$ cat config.mk
export PLATFORM = sky130hd
export DESIGN_NAME = icache_front_flat
export DESIGN_NICKNAME = d
export VERILOG_FILES = /design/src/rtl/icache_front_pkg.sv /design/src/rtl/icache_front_if.sv /design/src/rtl/icache_front_fifo.sv /design/src/rtl/icache_front.sv /design/src/flat_wrapper.sv
export SDC_FILE = /design/constraint.sdc
export NUM_CORES = 1
export LEC_CHECK = 0
export ABC_AREA = 1
export BUFFER_PORTS_ARGS = -buffer_cell sky130_fd_sc_hd__buf_2
export CELL_PAD_IN_SITES_DETAIL_PLACEMENT = 0
export CELL_PAD_IN_SITES_GLOBAL_PLACEMENT = 1
export CORE_MARGIN = 2
export CORE_UTILIZATION = 30
export DETAILED_ROUTE_END_ITERATION = 8
export PLACE_DENSITY_LB_ADDON = 0.1
export SLEW_MARGIN = 20
export SYNTH_ARGS = -nofsm -noshare
export SYNTH_HDL_FRONTEND = slang
export SYNTH_SLANG_ARGS = --single-unit
$ cat constraint.sdc
create_clock -name clk -period 2.5 [get_ports clk]
set_input_delay 0.5 -clock clk [delete_from_list [all_inputs] [get_ports clk]]
set_output_delay 0.5 -clock clk [all_outputs]
set_load 0.1 [all_outputs]
$ cat src/rtl/icache_front_pkg.sv
// Shared definitions for the instruction-fetch front end: FSM states and the
// bookkeeping entry kept for every request the core has accepted.
package mem_if_def;

  typedef enum logic [1:0] {
    S_IDLE    = 2'd0,
    S_LOOK    = 2'd1,
    S_CACHEOP = 2'd2
  } front_state_e;

  typedef struct packed {
    logic [31:0] addr;
    logic        cache;
    logic        drop;
  } fetch_entry_t;

endpackage

$ cat src/rtl/icache_front_if.sv
// CPU-side request/response and core-side m0/m1 signals of the fetch front end.
// slave is the front end's view; master is the view of the CPU plus core.
interface icache_front_if #(
  parameter int FETCH_WIDTH = 2
);
  logic                      req_valid;
  logic [31:0]               req_addr;
  logic                      req_uncache;
  logic                      req_cache_valid;
  logic                      req_cache_op;
  logic                      req_addr_ok;

  logic                      resp_data_ok;
  logic [32*FETCH_WIDTH-1:0] resp_rdata;
  logic [FETCH_WIDTH-1:0]    resp_mask;
  logic [31:0]               resp_addr;
  logic                      flush;

  logic                      m0_valid;
  logic [31:0]               m0_addr;
  logic                      m0_uncache;
  logic                      m0_cache_valid;
  logic                      m0_cache_op;
  logic                      m0_addr_ok;
  logic                      m1_data_ok;
  logic [32*FETCH_WIDTH-1:0] m1_rdata;

  modport slave (
    input  req_valid, req_addr, req_uncache, req_cache_valid, req_cache_op, flush,
    input  m0_addr_ok, m1_data_ok, m1_rdata,
    output req_addr_ok, resp_data_ok, resp_rdata, resp_mask, resp_addr,
    output m0_valid, m0_addr, m0_uncache, m0_cache_valid, m0_cache_op
  );

  modport master (
    output req_valid, req_addr, req_uncache, req_cache_valid, req_cache_op, flush,
    output m0_addr_ok, m1_data_ok, m1_rdata,
    input  req_addr_ok, resp_data_ok, resp_rdata, resp_mask, resp_addr,
    input  m0_valid, m0_addr, m0_uncache, m0_cache_valid, m0_cache_op
  );
endinterface

$ cat src/rtl/icache_front_fifo.sv
// In-order queue of outstanding fetches; flush_mark tags every held entry as
// dropped so it still pops but is never forwarded.
module icache_front_fifo
  import mem_if_def::*;
#(
  parameter int  DEPTH   = 2,
  parameter type entry_t = fetch_entry_t
) (
  input  logic                   clk,
  input  logic                   resetn,
  input  logic                   push,
  input  entry_t                 push_entry,
  input  logic                   pop,
  input  logic                   flush_mark,
  output entry_t                 head,
  output logic                   full,
  output logic                   empty,
  output logic [$clog2(DEPTH):0] count_nxt
);
  localparam int PW = (DEPTH > 1) ? $clog2(DEPTH) : 1;
  localparam int CW = $clog2(DEPTH) + 1;

  entry_t          mem_q [DEPTH];
  entry_t          mem_d [DEPTH];
  logic [PW-1:0]   wr_ptr_q, wr_ptr_d;
  logic [PW-1:0]   rd_ptr_q, rd_ptr_d;
  logic [CW-1:0]   count_q, count_d;
  logic            do_push, do_pop;

  function automatic logic [PW-1:0] ptr_inc(input logic [PW-1:0] p);
    return (p == PW'(DEPTH - 1)) ? '0 : p + PW'(1);
  endfunction

  always_comb begin
    full     = (count_q == CW'(DEPTH));
    empty    = (count_q == '0);
    do_push  = push & ~full;
    do_pop   = pop & ~empty;
    wr_ptr_d = do_push ? ptr_inc(wr_ptr_q) : wr_ptr_q;
    rd_ptr_d = do_pop ? ptr_inc(rd_ptr_q) : rd_ptr_q;
    count_d  = count_q + CW'(do_push) - CW'(do_pop);
    mem_d    = mem_q;
    if (flush_mark) begin
      for (int i = 0; i < DEPTH; i++) mem_d[i].drop = 1'b1;
    end
    // Written after the flush mark so a fresh entry always starts undropped.
    if (do_push) mem_d[wr_ptr_q] = push_entry;
    head      = mem_q[rd_ptr_q];
    count_nxt = count_d;
  end

  always_ff @(posedge clk or negedge resetn) begin
    if (!resetn) begin
      wr_ptr_q <= '0;
      rd_ptr_q <= '0;
      count_q  <= '0;
      for (int i = 0; i < DEPTH; i++) mem_q[i] <= '0;
    end else begin
      wr_ptr_q <= wr_ptr_d;
      rd_ptr_q <= rd_ptr_d;
      count_q  <= count_d;
      mem_q    <= mem_d;
    end
  end

endmodule

$ cat src/rtl/icache_front.sv
// Instruction-fetch front end: forwards CPU fetches to the core, tracks them in
// order and returns masked fetch groups.
//   state     | meaning
//   S_IDLE    | nothing outstanding
//   S_LOOK    | normal fetches outstanding
//   S_CACHEOP | a CACHE instruction is outstanding; no new accepts
module icache_front
  import mem_if_def::*;
#(
  parameter int DEPTH       = 2,
  parameter int FETCH_WIDTH = 2
) (
  input  logic          clk,
  input  logic          resetn,
  icache_front_if.slave bus
);
  localparam int CW = $clog2(DEPTH) + 1;
  localparam int LW = (FETCH_WIDTH > 1) ? $clog2(FETCH_WIDTH) : 1;

  front_state_e           state_q, state_d;
  fetch_entry_t           push_entry, head;
  logic                   full, empty;
  logic                   can_accept, accept, pop_ok;
  logic [CW-1:0]          count_nxt;
  logic [LW-1:0]          lane;
  logic [FETCH_WIDTH-1:0] resp_mask_c;

  always_comb begin
    can_accept = resetn & ~bus.flush & ~full & (state_q != S_CACHEOP)
               & (~bus.req_cache_valid | empty);
    accept     = bus.req_valid & can_accept & bus.m0_addr_ok;
    pop_ok     = resetn & bus.m1_data_ok & ~empty;
    push_entry = '{addr: bus.req_addr, cache: bus.req_cache_valid, drop: 1'b0};
  end

  icache_front_fifo #(
    .DEPTH   (DEPTH),
    .entry_t (fetch_entry_t)
  ) u_fifo (
    .clk        (clk),
    .resetn     (resetn),
    .push       (accept),
    .push_entry (push_entry),
    .pop        (pop_ok),
    .flush_mark (bus.flush),
    .head       (head),
    .full       (full),
    .empty      (empty),
    .count_nxt  (count_nxt)
  );

  // Lanes before the entry's word inside its aligned group are not valid.
  always_comb begin
    lane        = LW'((head.addr >> 2) & 32'(FETCH_WIDTH - 1));
    resp_mask_c = '0;
    for (int i = 0; i < FETCH_WIDTH; i++) begin
      resp_mask_c[i] = resetn & (LW'(i) >= lane);
    end
  end

  always_comb begin
    state_d = state_q;
    case (state_q)
      S_IDLE:    if (accept) state_d = bus.req_cache_valid ? S_CACHEOP : S_LOOK;
      S_LOOK:    if (count_nxt == '0) state_d = S_IDLE;
      S_CACHEOP: if (pop_ok) state_d = S_IDLE;
      default:   state_d = S_IDLE;
    endcase
  end

  always_ff @(posedge clk or negedge resetn) begin
    if (!resetn) state_q <= S_IDLE;
    else         state_q <= state_d;
  end

  assign bus.m0_valid       = bus.req_valid & can_accept;
  assign bus.m0_addr        = bus.req_addr;
  assign bus.m0_uncache     = bus.req_uncache;
  assign bus.m0_cache_valid = bus.req_cache_valid;
  assign bus.m0_cache_op    = bus.req_cache_op;
  assign bus.req_addr_ok    = accept;

  assign bus.resp_data_ok = pop_ok & ~head.drop & ~bus.flush & ~head.cache;
  assign bus.resp_rdata   = bus.m1_rdata;
  assign bus.resp_addr    = head.addr;
  assign bus.resp_mask    = resp_mask_c;

endmodule
$ cat src/flat_wrapper.sv
// flat-port wrapper written by rule: the top's interface ports become plain ports
module icache_front_flat import mem_if_def::*;
#(
  parameter int DEPTH       = 2,
  parameter int FETCH_WIDTH = 2
)
  (clk, resetn, bus_req_valid, bus_req_addr, bus_req_uncache, bus_req_cache_valid, bus_req_cache_op, bus_flush, bus_m0_addr_ok, bus_m1_data_ok, bus_m1_rdata, bus_req_addr_ok, bus_resp_data_ok, bus_resp_rdata, bus_resp_mask, bus_resp_addr, bus_m0_valid, bus_m0_addr, bus_m0_uncache, bus_m0_cache_valid, bus_m0_cache_op);
  icache_front_if #(.FETCH_WIDTH(FETCH_WIDTH)) bus_i ();
  input  logic clk;
  input  logic resetn;
  input wire logic [$bits(bus_i.req_valid)-1:0] bus_req_valid;
  input wire logic [$bits(bus_i.req_addr)-1:0] bus_req_addr;
  input wire logic [$bits(bus_i.req_uncache)-1:0] bus_req_uncache;
  input wire logic [$bits(bus_i.req_cache_valid)-1:0] bus_req_cache_valid;
  input wire logic [$bits(bus_i.req_cache_op)-1:0] bus_req_cache_op;
  input wire logic [$bits(bus_i.flush)-1:0] bus_flush;
  input wire logic [$bits(bus_i.m0_addr_ok)-1:0] bus_m0_addr_ok;
  input wire logic [$bits(bus_i.m1_data_ok)-1:0] bus_m1_data_ok;
  input wire logic [$bits(bus_i.m1_rdata)-1:0] bus_m1_rdata;
  output wire logic [$bits(bus_i.req_addr_ok)-1:0] bus_req_addr_ok;
  output wire logic [$bits(bus_i.resp_data_ok)-1:0] bus_resp_data_ok;
  output wire logic [$bits(bus_i.resp_rdata)-1:0] bus_resp_rdata;
  output wire logic [$bits(bus_i.resp_mask)-1:0] bus_resp_mask;
  output wire logic [$bits(bus_i.resp_addr)-1:0] bus_resp_addr;
  output wire logic [$bits(bus_i.m0_valid)-1:0] bus_m0_valid;
  output wire logic [$bits(bus_i.m0_addr)-1:0] bus_m0_addr;
  output wire logic [$bits(bus_i.m0_uncache)-1:0] bus_m0_uncache;
  output wire logic [$bits(bus_i.m0_cache_valid)-1:0] bus_m0_cache_valid;
  output wire logic [$bits(bus_i.m0_cache_op)-1:0] bus_m0_cache_op;
  assign bus_i.req_valid = bus_req_valid;
  assign bus_i.req_addr = bus_req_addr;
  assign bus_i.req_uncache = bus_req_uncache;
  assign bus_i.req_cache_valid = bus_req_cache_valid;
  assign bus_i.req_cache_op = bus_req_cache_op;
  assign bus_i.flush = bus_flush;
  assign bus_i.m0_addr_ok = bus_m0_addr_ok;
  assign bus_i.m1_data_ok = bus_m1_data_ok;
  assign bus_i.m1_rdata = bus_m1_rdata;
  assign bus_req_addr_ok = bus_i.req_addr_ok;
  assign bus_resp_data_ok = bus_i.resp_data_ok;
  assign bus_resp_rdata = bus_i.resp_rdata;
  assign bus_resp_mask = bus_i.resp_mask;
  assign bus_resp_addr = bus_i.resp_addr;
  assign bus_m0_valid = bus_i.m0_valid;
  assign bus_m0_addr = bus_i.m0_addr;
  assign bus_m0_uncache = bus_i.m0_uncache;
  assign bus_m0_cache_valid = bus_i.m0_cache_valid;
  assign bus_m0_cache_op = bus_i.m0_cache_op;
  icache_front #(.DEPTH(DEPTH), .FETCH_WIDTH(FETCH_WIDTH)) u_core (.clk(clk), .resetn(resetn), .bus(bus_i));
endmodule
# Word-level counts from Yosys, hierarchy flattened
# Cells that the tools add are included.
op_classes:
  addsub: 4
  order_cmp: 5
  n_eq_ne: 7
  muxes: 16
  bitwise: 24
  n_reduce_logical: 5
op_table:
  columns: ["cell", "n"]
  rows:
  - ["$mux 34", 4]
  - ["$bwmux 68", 1]
  - ["$mux 35", 1]
  - ["$demux 34 s1", 1]
  - ["$and 1x1->1", 15]
  - ["$mux 2", 4]
  - ["$logic_not 2->1", 3]
  - ["$not 1->1", 6]
  - ["$pmux 2 s3", 1]
  - ["$eq 2x2->1 const B", 2]
  - ["$ge 2x2->1 const B", 2]
  - ["$mux 1", 4]
  - ["$ne 2x1->1 const B", 2]
  - ["$ne 2x2->1 const B", 2]
  - ["$not 1->2", 2]
  - ["$reduce_and 3->1", 1]
  - ["$add 1x1->1 const B", 2]
  - ["$add 2x1->2", 1]
  - ["$eq 2x1->1 const B", 1]
  - ["$ge 1x1->1 const A", 2]
  - ["$lt 2x1->1 const B", 1]
  - ["$sub 2x1->2", 1]
  - ["$logic_and 1x1->1", 1]
  - ["$or 1x1->1", 1]
totals:
  ff_bits: 74
  inputBits: 105
  out_inout_bits: 136
  elab_cells: 71

# Logic depth before layout (Yosys ltp)
# Gate-level depths: netlist of run 1.
depth:
  depth_word: 13
  ltp_mapped: 16
  mapped_depth_nobuf: 14

# Cells and area by module
# From an unflattened synthesis of run 1, not the netlist that was laid out.
hier_totals:
  hier_cells: 581
  hier_area_um2: 4491.8
modules_own_cells:
  columns: ["mod", "instances", "cells_per_inst", "area_each_um2", "seq_area_each_um2"]
  rows:
  - ["icache_front_fifo", 1, 444, 3538.4, 1801.7]
  - ["icache_front", 1, 137, 953.4, 50.0]

# Worst setup path after synthesis of run 1
# Ideal clock, no wire load.
synth_path:
  path_kind: "reg-to-output"
  from: "register u_core.u_fifo.rd_ptr_q"
  to: "output port bus_resp_mask[0]"
  arrival_ns: 4.062
  required_time_ns: 2.000
  slack_ns: -2.062
  stages_incl_launch_ff: 4
  n_path_buf: 1
  path_cell_list: "dfrtp_1 clkbuf_1 o21ai_0 nor2_1"
synth_via:
  elab_chain_cells: 6
synth_rtl:
  columns: ["item", "line", "text"]
  rows:
  - ["from (decl)", "icache_front_fifo.sv:26", "logic [PW-1:0] rd_ptr_q, rd_ptr_d;"]
  - ["from (signal assigned)", "icache_front_fifo.sv:60", "rd_ptr_q <= rd_ptr_d;"]
  - ["$not 1->2 (not written as such)", "icache_front_fifo.sv:48", "head = mem_q[rd_ptr_q];"]
  - ["$mux 34 (not written as such) (3 in series)", "icache_front_fifo.sv:48", null]
  - ["via bus_resp_addr[2]", "flat_wrapper.sv:24", "output wire logic [$bits(bus_i.resp_addr)-1:0] bus_resp_addr;"]
  - ["$ge 1x1->1", "icache_front.sv:57", "resp_mask_c[i] = resetn & (LW'(i) >= lane);"]
  - ["$and 1x1->1", "icache_front.sv:57", null]
  - ["to (decl)", "flat_wrapper.sv:23", "output wire logic [$bits(bus_i.resp_mask)-1:0] bus_resp_mask;"]
# The timed path passes the listed nets, and every way through them passes these cells. The select of a mux whose other input is x is not followed.

# Worst setup path after layout of run 1
layout_path:
  from: "register u_core.state_q[0]"
  to: "output port bus_req_addr_ok"
layout_via:
  elab_chain_cells: 5
layout_rtl:
  columns: ["item", "line", "text"]
  rows:
  - ["from (decl)", "icache_front.sv:20", "front_state_e state_q, state_d;"]
  - ["from (signal assigned)", "icache_front.sv:73", "else state_q <= state_d;"]
  - ["$ne 2x2->1", "icache_front.sv:29", "can_accept = resetn & ~bus.flush & ~full & (state_q != S_CACHEOP)"]
  - ["$and 1x1->1", "icache_front.sv:29", null]
  - ["$and 1x1->1", "icache_front.sv:30", "& (~bus.req_cache_valid | empty);"]
  - ["$and 1x1->1 (2 in series)", "icache_front.sv:31", "accept = bus.req_valid & can_accept & bus.m0_addr_ok;"]
  - ["to (decl)", "flat_wrapper.sv:20", "output wire logic [$bits(bus_i.req_addr_ok)-1:0] bus_req_addr_ok;"]
# Every way passes these cells.

==> flow_metrics.tcl, run 1 <==
set metrics [dict create \
    nFillCells 1451 \
    clkTransAtPathRegs_ns 0.06 \
    synth_top_area_frac 0.446 \
    period_needed_ns 2.31 \
    die_area_mm2 0.0148 \
    area_growth_syn_to_layout_pct 9.40 \
    overflow 0 \
    synth-seq-area-share 0.446 \
    drc 0 \
    cts_buffers 9 \
    die_w_um 122 \
    crit_type "flop to primary output" \
    first_pass_iters 4 \
    path_cells "inv_2, nand2_1, nand2_1, nor2_2, nand3_2, buf_4, inv_1, buf_12" \
    initial_core_util 0.310 \
    pin_count 241 \
    grt_pass1_vias 2974 \
    path_delay_family "buffers and inverters" \
    routabilityCongestion 0.713 \
    grt_antenna_before_repair 0 \
    cts_buffer_depth 2 \
    synth_cells 515 \
    cts.sinks 74 \
    dpl.cell_count 682 \
    routedWlPerCell_um 14.1 \
    yosys_warnings 0 \
    min_period_over_period 0.923 \
    place_hpwl_um 6390 \
    synthFlopType "dfrtp_1" \
    rsz0062_at_grt "no" \
    grt_pass1_wl_um 15600 \
    cp_data_arrival_time_ns 1.81 \
    port_buffers 108 \
    yosysMostFrequentCell "nand2_1" \
    cts_tree "done" \
    required_ns 2.00 \
    cp_max_fo 37 \
    slowest_delay_ns 0.41 \
    finalHoldViolCount 0 \
    finalMaxSlewViolations 0 \
    async_flop_share 1.00 \
    core_area_mm2 0.0134 \
    clock.fmax_mhz 433 \
    hold_ws_ns 0.225 \
    final_cells 700 \
    crit_top_cell "nand2_1" \
    worst_skew_pair.late_latency_ns 0.34 \
    slew_headroom 0.563 \
    drive_gt1_frac 0.281 \
    hp-class "input pin to asynchronous set/reset pin" \
    cts_root_buf "clkbuf_16" \
    grt_usage 0.136 \
    avgSynthCellArea_um2 8.06 \
    n_antenna_cell 0 \
    clock_skew_ns 0.00237 \
    synth_commonest_cells "145 x nand2_1, 100 x buf_4, 92 x o21ai_0, 74 x dfrtp_1, 44 x inv_1" \
    syn_nets 622 \
    routed_wl_um 9870 \
    grt_max_degree 50 \
    yosysTopAreaCell "dfrtp_1" \
    h-tree-depth 3 \
    cp_slowest_cell "buf_4" \
    fin_nets 626 \
    ant_nets 0 \
    crit_buf_inv 4 \
    synth-seq-cells 74 \
    row_count 42 \
    chipHeight_um 122 \
    tightest_slew_ns 0.654 \
    vias 3067 \
    cp-end-kind "primary output" \
    synth_edf_count 0 \
    startpoint_type "flop" \
    cap_violations 0 \
    yosysUniqueCellTypes 23 \
    status "completed" \
    avgViaCountPerCell 4.38 \
    drtIter0Drc 134 \
    synthesis.area_mm2 0.00415 \
    finalSetupViolations 0 \
    netlist_top_cells_area "dfrtp_1 45%, buf_4 18%, nand2_1 13%" \
]
stage by stage:
stage | instance area (um2) | worst slack [ns] | util | TNS [ns]
after floorplan | 4190 | -0.703 | - | -1.79
after global placement | 4200 | 0.352 | 0.314 | 0
after detailed placement | 4200 | 0.352 | 0.314 | 0
after CTS | 4510 | 0.0340 | 0.337 | 0
after global routing | 4540 | 0.0365 | 0.339 | 0
final | 4540 | 0.193 | 0.339 | 0
final timing paths:
check	start	endpoint	slack [ns]	cells past startpoint
setup / recovery	u_core.state_q[0]$_DFFE_PN0P_	bus_req_addr_ok	0.19	8
max in group asynchronous	resetn	u_core.u_fifo.rd_ptr_q$_DFFE_PN0P_	1.23	3
hold reg to reg	u_core.u_fifo.mem_q[5]$_DFFE_PN0P_	u_core.u_fifo.mem_q[5]$_DFFE_PN0P_	0.48	2
min in group clk	bus_req_addr[3]	u_core.u_fifo.mem_q[5]$_DFFE_PN0P_	0.39	3
hold / removal	resetn	u_core.u_fifo.mem_q[55]$_DFFE_PN0P_	0.23	2
setup reg to reg	u_core.state_q[1]$_DFFE_PN0P_	u_core.u_fifo.mem_q[1]$_DFFE_PN0P_	0.65	8
registers in the layout, indices dropped and copies added (netlist names):
signal	cells
u_core.u_fifo.rd_ptr_q	1
u_core.u_fifo.wr_ptr_q	1
u_core.state_q	2
u_core.u_fifo.count_q	2
u_core.u_fifo.mem_q	68
worst reg2reg max path: stages (launching register included):
cell	delay, ns
dfrtp_1	0.42
nand2_1	0.09
nand2_1	0.06
nor2_2	0.10
nand3_2	0.08
buf_4	0.28
nor2_8	0.49
nand2_1	0.10
o21a_1	0.12
layout by cell type, fill, tap and decap left out:
cell type	count
o21ai_0	62
nand4_1	1
dlygate4sd3_1	1
clkinv_2	1
clkbuf_4	8
inv_2	2
nand3_1	5
nor3_1	3
o21ai_1	26
clkbuf_16	9
dfrtp_4	1
o21ai_2	10
buf_4	7
ha_1	2
nor2_2	2
o21a_1	2
nand3_2	1
clkbuf_1	3
buf_12	7
buf_2	94
and2_1	1
nand2_1	145
bufinv_16	1
nor2_1	7
nor2_4	1
nor2_8	1
clkbuf_8	2
inv_1	44
dfrtp_1	73
xor2_1	2
cell type report:
cell class | instances | area [um2] | share of cell area
flip-flops and latches | 74 | 1860 | 0.408
multi-input cells | 271 | 1260 | 0.278
well taps | 176 | 220 | 0.0485
repair buffers | 117 | 733 | 0.161
inverters | 46 | 173 | 0.0380
clock inverters | 2 | 35.0 | 0.00771
clock buffers | 14 | 264 | 0.0581
per-layer routing:
layer	vias to the layer above	global-route usage	wire, um
met4	0	0.0381	154
met3	26	0.0482	647
met5	-	0	0
met1	1413	0.175	4460
met2	120	0.216	4610
li1	1508	-	-
logic make-up (layout without fill, tap and decap cells):
logic type               count (synthesis)  after routing  share of synthesized area
AO/OA/AOI/OAI                          100            100                      0.122
buffers and inverters                  170            179                      0.260
flip-flops                              74             74                      0.446
AND/OR/NAND/NOR                        167            167                      0.162
adder cells (fa/ha/maj)                  2              2                    0.00602
XOR/XNOR                                 2              2                    0.00422
repair_timing:
item                       CTS  global route
hold endpoints to repair     2             0
hold buffers                 1             0
resized for setup            0             9
buffers inserted             0             1
setup endpoints to repair    0            10
Power of run 1 is not shown: default switching activity piles up to over one toggle a cycle in this logic, so the estimate is an artifact.
==> inputs of run 2 (changes only) <==
--- a/config.mk
+++ b/config.mk
@@ -6,12 +6,12 @@
 export NUM_CORES = 1
 export LEC_CHECK = 0
 export ABC_AREA = 1
-export BUFFER_PORTS_ARGS = -buffer_cell sky130_fd_sc_hd__buf_2
 export CELL_PAD_IN_SITES_DETAIL_PLACEMENT = 0
 export CELL_PAD_IN_SITES_GLOBAL_PLACEMENT = 1
 export CORE_MARGIN = 2
-export CORE_UTILIZATION = 30
+export CORE_UTILIZATION = 44
 export DETAILED_ROUTE_END_ITERATION = 8
+export DONT_BUFFER_PORTS = 1
 export PLACE_DENSITY_LB_ADDON = 0.1
 export SLEW_MARGIN = 20
 export SYNTH_ARGS = -nofsm -noshare
==> run 2 against run 1 <==
- critical path depth shrank 4
- first-iteration DRC count shrank 19%
- die area shrank 31%
- routed wire length shrank 13%
- worst hold slack lost 0.21 ns
- sequential share of layout area grew 4.2 points
- cell count shrank 20%
- register-to-register slack lost 0.15 ns
- clock skew grew 0.0047 ns
- maximum frequency grew 0.60%
- non-clock buffer count shrank 73
- critical endpoint is now bus_resp_addr[16]
- largest cell class unchanged
==> flow_metrics.tcl, run 2 (same netlist as run 1, synthesis figures left out) <==
set metrics [dict create \
    finalMaxSlewViolations 0 \
    postLayoutCellArea_mm2 0.00412 \
    core_area_mm2 0.00920 \
    die_area_mm2 0.0102 \
    cts.sinks 74 \
    place_hpwl_um 5630 \
    n_antenna_cell 0 \
    grt_pass1_wl_um 14100 \
    crit_type "flop to primary output" \
    largest_register_ffs 68 \
    tightest_slew_ns 0.619 \
    row_count 35 \
    h-tree-depth 3 \
    worst_skew_pair.late_latency_ns 0.34 \
    cts_root_buf "clkbuf_8" \
    fin_nets 553 \
    routed_wl_um 8580 \
    cts_tree "done" \
    slew_headroom 0.587 \
    port_buffers 0 \
    routedWlPerCell_um 15.3 \
    grt_antenna_before_repair 0 \
    vias 2812 \
    cp-end-kind "primary output" \
    ant_nets 0 \
    cp_max_fo 30 \
    min_period_over_period 0.917 \
    pin_count 241 \
    drive_gt1_frac 0.224 \
    first_pass_iters 4 \
    clock.fmax_mhz 436 \
    crit_start "u_core.u_fifo.rd_ptr_q$_DFFE_PN0P_" \
    startpoint_type "flop" \
    clock_skew_ns 0.00704 \
    drc 0 \
    clkTransAtPathRegs_ns 0.08 \
    cts_resized 0 \
    final_common_cell "nand2_1" \
    cap_violations 0 \
    r2r_start "u_core.state_q[1]$_DFFE_PN0P_" \
    chipHeight_um 101 \
    die_w_um 101 \
    postCtsSetupRepairBufs 0 \
    layout_common_cells "145 x nand2_1, 73 x dfrtp_1, 60 x o21ai_0" \
    status "completed" \
    largest-register "u_core.u_fifo.mem_q" \
    cts_buffer_depth 2 \
    cp_data_arrival_time_ns 1.79 \
    overflow 0 \
    finalSetupTns_ns 0 \
    drtIter0Drc 108 \
    finalHoldViolCount 0 \
    initial_core_util 0.452 \
    cts_buffers 9 \
    reg.largest.list "u_core.u_fifo.mem_q x68, u_core.state_q x2, u_core.u_fifo.count_q x2" \
    required_ns 2.00 \
    placed_area_mm2 0.00388 \
    nFillCells 950 \
    grt_max_degree 75 \
    grt_pass1_vias 2868 \
    finalSetupViolations 0 \
    rsz0062_at_grt "no" \
    hp-class "input pin to asynchronous set/reset pin" \
    grt_usage 0.177 \
    period_needed_ns 2.29 \
    area_growth_syn_to_layout_pct -0.874 \
    avgViaCountPerCell 5.00 \
    routabilityCongestion 0.722 \
]
## run 2: cell types whose count changed in the layout (fill, tap and decap cells not counted), moves of 2 or more
cell       change
clkbuf_16      -9
clkbuf_4       -8
buf_4         +32
clkinv_2       +2
o21ai_0        -2
o21ai_2       +22
clkbuf_8       +9
buf_2         -94
buf_12         -3
clkbuf_1       -3
o21ai_1       -20
## run 2: final cells by class
cell class              instances  area, um2  share of cell area
flip-flops and latches         74       1850               0.450
multi-input cells             271       1350               0.327
repair buffers                 44        400              0.0973
inverters                      46        173              0.0419
clock buffers                  11        151              0.0368
well taps                     111        139              0.0337
clock inverters                 5       52.6              0.0128
## run 2: path summary, 6_finish.rpt
check	slack, ns	cells after the start	to
max reg2reg	0.50	12	u_core.state_q[1]$_DFFE_PN0P_
min in group clk	0.27	2	u_core.u_fifo.mem_q[21]$_DFFE_PN0P_
min	0.01	1	u_core.u_fifo.mem_q[55]$_DFFE_PN0P_
max	0.21	4	bus_resp_addr[16]
max in group asynchronous	2.14	1	u_core.u_fifo.mem_q[13]$_DFFE_PN0P_
min reg2reg	0.48	2	u_core.u_fifo.mem_q[6]$_DFFE_PN0P_
## run 2: metal layers
layer	track usage	share of wire	vias up
li1	-	-	1373
met5	0	0	-
met2	0.292	0.46	113
met3	0.0628	0.082	44
met1	0.208	0.42	1282
met4	0.0821	0.032	0
## run 2: timing repair
item | 4_1_cts | 5_1_grt
hold buffers | 1 | 0
endpoints found under the hold margin | 74 | 0
endpoints found under the setup margin | 0 | 0
## run 2: worst max-delay path: stages (launching register included)
cell and delay, ns:
dfrtp_2 0.71, buf_12 0.27, nand2_1 0.10, o21ai_2 0.06
buf_4 0.30
## run 2: per-stage QoR
step | setup slack [ns] | hold WS, ns | utilization | std cells
5_1_grt | 0.0283 | 0.0230 | 0.448 | 562
2_1_floorplan | -0.703 | 0.204 | - | 515
6_report | 0.207 | 0.0142 | 0.448 | 562
3_3_place_gp | 0.478 | 0.206 | 0.422 | 545
4_1_cts | 0.149 | 0.0439 | 0.448 | 562
3_5_place_dp | 0.440 | 0.206 | 0.422 | 545
Power of run 2 is left out for the same reason.
